File: src/rtl/mips_pkg.sv
// Shared datapath constants and types for the MIPS register file slice.
package mips_pkg;

  localparam int unsigned ANCHO_DATO = 32;
  localparam int unsigned ANCHO_DIR  = 5;
  localparam int unsigned NUM_REGS   = 32;

  localparam logic [4:0] REG_CERO = 5'd0;

  typedef logic [4:0]  dir_reg_t;
  typedef logic [31:0] palabra_t;

endpackage

File: src/rtl/decodificador_5a32.sv
// One-hot write-enable decoder for the register file; entry 0 never loads.
module decodificador_5a32
  import mips_pkg::*;
#(
  parameter int unsigned ANCHO_SEL = ANCHO_DIR
) (
  input  logic                      EscrReg,
  input  logic [ANCHO_SEL-1:0]      Dir_Escritura,
  output logic [(2**ANCHO_SEL)-1:0] habilita_c
);

  // Address is only decoded under EscrReg so an unknown address while idle enables nothing.
  always_comb begin
    habilita_c = '0;
    if (EscrReg) begin
      habilita_c[Dir_Escritura] = 1'b1;
    end
    habilita_c[ANCHO_SEL'(REG_CERO)] = 1'b0;
  end

endmodule

File: src/rtl/banco_registros_32x32.sv
// 32x32 register file: two combinational read ports with write-through bypass,
// one synchronous write port, hardwired-zero r0 and a committed-write counter.
module banco_registros_32x32 #(
  parameter int unsigned ANCHO_DATO = mips_pkg::ANCHO_DATO,
  parameter int unsigned ANCHO_DIR  = mips_pkg::ANCHO_DIR
) (
  input  logic                  clk,
  input  logic                  reset,
  input  logic                  EscrReg,
  input  logic [ANCHO_DIR-1:0]  Dir_Escritura,
  input  logic [ANCHO_DATO-1:0] Dato_Escritura,
  input  logic [ANCHO_DIR-1:0]  Dir_Lectura_1,
  input  logic [ANCHO_DIR-1:0]  Dir_Lectura_2,
  output logic [ANCHO_DATO-1:0] Dato_Lectura_1,
  output logic [ANCHO_DATO-1:0] Dato_Lectura_2,
  output logic                  Escritura_Valida,
  output logic [15:0]           Cuenta_Escrituras
);
  import mips_pkg::*;

  localparam int unsigned NUM_ENTRADAS = 2**ANCHO_DIR;
  localparam int unsigned ANCHO_CUENTA = 16;

  logic [NUM_ENTRADAS-1:0] habilita_c;
  logic [ANCHO_DATO-1:0]   regs_q [NUM_ENTRADAS];
  logic [ANCHO_DATO-1:0]   regs_d [NUM_ENTRADAS];
  logic                    valido_q;
  logic                    valido_d;
  logic [ANCHO_CUENTA-1:0] cuenta_q;
  logic [ANCHO_CUENTA-1:0] cuenta_d;
  logic                    bypass_1_c;
  logic                    bypass_2_c;

  decodificador_5a32 #(
    .ANCHO_SEL (ANCHO_DIR)
  ) u_decodificador (
    .EscrReg       (EscrReg),
    .Dir_Escritura (Dir_Escritura),
    .habilita_c    (habilita_c)
  );

  // Any set enable bit means a write to a nonzero address commits on this edge.
  always_comb begin
    regs_d   = regs_q;
    valido_d = |habilita_c;
    cuenta_d = cuenta_q + ANCHO_CUENTA'(valido_d);
    for (int i = 0; i < int'(NUM_ENTRADAS); i++) begin
      if (habilita_c[i]) begin
        regs_d[i] = Dato_Escritura;
      end
    end
  end

  always_ff @(posedge clk or posedge reset) begin
    if (reset) begin
      for (int i = 0; i < int'(NUM_ENTRADAS); i++) begin
        regs_q[i] <= '0;
      end
      valido_q <= 1'b0;
      cuenta_q <= '0;
    end else begin
      regs_q   <= regs_d;
      valido_q <= valido_d;
      cuenta_q <= cuenta_d;
    end
  end

  // Bypass is suppressed under reset so the read ports settle to zero immediately.
  assign bypass_1_c = EscrReg && !reset && (Dir_Escritura == Dir_Lectura_1);
  assign bypass_2_c = EscrReg && !reset && (Dir_Escritura == Dir_Lectura_2);

  always_comb begin
    Dato_Lectura_1 = regs_q[Dir_Lectura_1];
    if (bypass_1_c) begin
      Dato_Lectura_1 = Dato_Escritura;
    end
    if (Dir_Lectura_1 == ANCHO_DIR'(REG_CERO)) begin
      Dato_Lectura_1 = '0;
    end
  end

  always_comb begin
    Dato_Lectura_2 = regs_q[Dir_Lectura_2];
    if (bypass_2_c) begin
      Dato_Lectura_2 = Dato_Escritura;
    end
    if (Dir_Lectura_2 == ANCHO_DIR'(REG_CERO)) begin
      Dato_Lectura_2 = '0;
    end
  end

  assign Escritura_Valida  = valido_q;
  assign Cuenta_Escrituras = cuenta_q;

endmodule

File: config.mk
export PLATFORM = sky130hd
export DESIGN_NAME = banco_registros_32x32
export DESIGN_NICKNAME = d
export VERILOG_FILES = /design/src/rtl/mips_pkg.sv /design/src/rtl/decodificador_5a32.sv /design/src/rtl/banco_registros_32x32.sv
export SDC_FILE = /design/constraint.sdc
export NUM_CORES = 2
export LEC_CHECK = 0
export CAP_MARGIN = 20
export CORE_ASPECT_RATIO = 0.9
export CORE_MARGIN = 3
export CORE_UTILIZATION = 24
export DETAILED_ROUTE_END_ITERATION = 8
export DONT_BUFFER_PORTS = 1
export PLACE_DENSITY = 0.38
export SLEW_MARGIN = 30
export SYNTH_ARGS = -nofsm -noshare
export SYNTH_HDL_FRONTEND = slang
export SYNTH_SLANG_ARGS = --single-unit
File: constraint.sdc
create_clock -name clk -period 44.6 [get_ports clk]
set_clock_uncertainty 0.15 [all_clocks]
set_input_delay 2.23 -clock clk [delete_from_list [all_inputs] [get_ports clk]]
set_output_delay 2.23 -clock clk [all_outputs]
set_load 0.02 [all_outputs]
==> impl_metrics.yaml <==
run_status:
  status: "completed"
sta:
  clock.fmax_ghz: 0.1366
  setup-tns-final_ns: 0
  slew_headroom_pct: 18.02
  rsz0062_at_grt: "no"
  setup_slack_ns: 37.28
  finalCritPeriodShare_pct: 16.41
  tightest_slew_ns: 1.230
  finalCriticalPeriod_ns: 7.319
  setup_viol: 0
  hold_viol: 0
  slew_violations: 0
finish:
  drive_above_1_share_pct: 46.34
  syn_to_final_growth_pct: 11.50
  fillers: 23340
  final_common_cell: "mux2_2"
  most-common-layout-cells: "mux2_2 (1,052), dfrtp_1 (1,009), mux4_2 (382), nor2b_1 (254), mux2i_1 (130)"
  nNetsFinal: 3712
worst_setup_path:
  reg2reg_slack_ns: 42.64
  regToRegStartpoint: "Cuenta_Escrituras[3]"
  critPathLaunch: "Dir_Lectura_2[4]"
  crit_required_ns: 42.22
  cp_max_fo: 69
  arrival_ns: 4.94
  startpoint_type: "input port"
  rr_endpoint: "Cuenta_Escrituras[15]"
  reg2regPathDepth: 5
  crit_end: "Dato_Lectura_2[30]"
  end_kind: "output pin"
  crit_type: "input port to output pin"
die:
  die_h_um: 462.0
  fp.dieArea_um2: 236800
  core_area_um2: 228500
  ioPinCount: 131
  rows: 166
  die_w_um: 512.7
  start_util_pct: 24.27
drt:
  routed_wl_um: 199200
  drtPass1Iterations: 5
  drc: 0
  wl_per_cell_um: 29.35
  met1_length_um: 89850
  drtIter0Drc: 2116
  highest_layer: "met4"
  ant_nets: 0
  met3_length_um: 8575
  vias: 34630
  wl_met2_um: 95900
  viasPerCell: 5.102
yosys:
  yosysUniqueCellTypes: 40
  syn-num-nets: 3949
  synth_area_um2: 55450
  ys_ff_latch: 1009
  ys_seq_area_share_pct: 45.54
  synth_edf_count: 0
  synth-main-ff-cell: "dfrtp_1"
  avgSynthCellArea_um2: 14.23
  async_reset_ff_share_pct: 100.0
  synth.yosys.warnings: 0
  synthCells: 3897
clock_tree:
  clkLatencyLatePin_ns: 0.76
  post_cts_buffers: 0
  cts.clk_slew.worst_paths_ns: 0.06
  cts_tree: "built"
  numCtsBuffers: 119
  hold_buffers: 0
  clockBufferDepth: 3
  cts_max_level: 3
  cts-resized-gates: 0
  cts.sinks: 1009
  cts-root-buf: "clkbuf_16"
worst_hold_path:
  worstHoldPathType: "register to register"
  whs_path_depth: 1
placed_design:
  dp_slack_ns: 37.12
  gp_congestion: 0.7068
  hpwl_um: 106400
  io_buffers: 0
global_routing:
  grt_antenna_before_repair: 8
  grt_first_pass_wirelength_um: 287800
  globalRoute.totalOverflow: 0
  first_global_vias: 36640
  grt_usage_pct: 16.70
  grt_max_degree: 293
pwr:
  p_leak_nw: 25.28
  worst_ir_drop_vdd_mv: 0.03301
  power.density_nw_per_um2: 44.28
run:
  cap_violations: 0
==> cells by family after synthesis <==
kind of cell | Yosys count | synth area share [%]
compound gates | 325 | 4.265
buf+inv | 428 | 4.060
mux | 1632 | 40.61
xor+xnor | 24 | 0.3791
fa+ha+maj | 2 | 0.04512
simple gates | 477 | 5.107
flops | 1009 | 45.54
==> layer usage <==
metal	global-route usage, %	vias to the layer above
met5	0	-
met4	4.056	0
met3	2.896	246
met2	28.12	752
met1	22.28	19120
li1	-	14520
==> final cells by class <==
class	count	area, um^2	area share (%)
antenna	5	12.51	0.02024
inverter	6	30.03	0.04857
sequential	1009	25250	40.84
timing repair buffer	64	593.1	0.9593
tap	3024	3784	6.120
clock buffer	184	3562	5.762
clock inverter	36	449.2	0.7265
multi-input combinational	2460	28140	45.52
==> sequential cells by signal (all words and copies together) (netlist names) <==
register and count:
Cuenta_Escrituras 16, Escritura_Valida 1, regs_q 992
==> cells in the mapped netlist, types with 2 or more instances <==
master / n / area [um^2]
mux2_2: 1052 / 11850
dfrtp_1: 1009 / 25250
mux4_2: 382 / 8603
nor2b_1: 256 / 1602
clkbuf_1: 194 / 728.2
buf_2: 152 / 760.7
mux2i_1: 130 / 1301
o221ai_1: 128 / 1121
mux2_1: 68 / 765.7
nor3_1: 66 / 330.3
a21oi_1: 64 / 320.3
a221oi_1: 64 / 560.5
o21ai_0: 64 / 320.3
nor4_1: 63 / 394.1
buf_6: 44 / 495.5
nor2_1: 21 / 78.83
buf_4: 20 / 150.1
nand2_1: 19 / 71.32
xnor2_1: 13 / 113.9
nand3_1: 11 / 55.05
xor2_1: 11 / 96.34
nand3b_1: 8 / 60.06
buf_1: 7 / 26.28
inv_1: 6 / 22.52
nor3b_1: 6 / 45.04
nand2b_1: 5 / 31.28
and3_1: 4 / 25.02
buf_8: 4 / 60.06
nor2_2: 4 / 25.02
or2_2: 4 / 25.02
nand4_1: 3 / 18.77
or3b_2: 3 / 26.28
a2111oi_0: 2 / 17.52
a311oi_1: 2 / 17.52
ha_1: 2 / 25.02
or4_4: 2 / 22.52
==> stage by stage <==
stage / power (mW) / hold WS, ns / utilization [%] / instances / cell area (um^2)
floorplan: 1.652 / 0.3197 / - / 3897 / 55450
global placement: 1.728 / 0.3357 / 25.24 / 6559 / 57670
detailed placement: 1.741 / 0.3411 / 25.25 / 6559 / 57690
CTS: 2.781 / 0.3552 / 27.01 / 6779 / 61700
global route: 2.880 / 0.3766 / 27.06 / 6785 / 61820
finish: 2.738 / 0.3533 / 27.06 / 6788 / 61820
==> worst max-delay path, cell delays in order <==
cell and delay [ns]:
or2_2 0.35, buf_4 0.56, or4_4 0.83, o21ai_0 0.19
a21oi_1 0.66
==> power breakdown <==
group	internal [mW]	switching, mW	leakage, nW
Combinational	0.318	0.180	10.4
Clock	0.592	0.422	1.98
Sequential	1.10	0.131	12.9
Total	2.01	0.732	25.3
==> worst min-delay path by stage <==
stage	startpoint	endpoint	slack [ns]
after floorplan	regs_q[104]	regs_q[104]	0.32
after global placement	regs_q[114]	regs_q[114]	0.34
after detailed placement	regs_q[104]	regs_q[104]	0.34
after CTS	regs_q[104]	regs_q[104]	0.36
after global routing	regs_q[127]	regs_q[127]	0.38
final	regs_q[104]	regs_q[104]	0.35
Power figures use the tool's default switching activity.
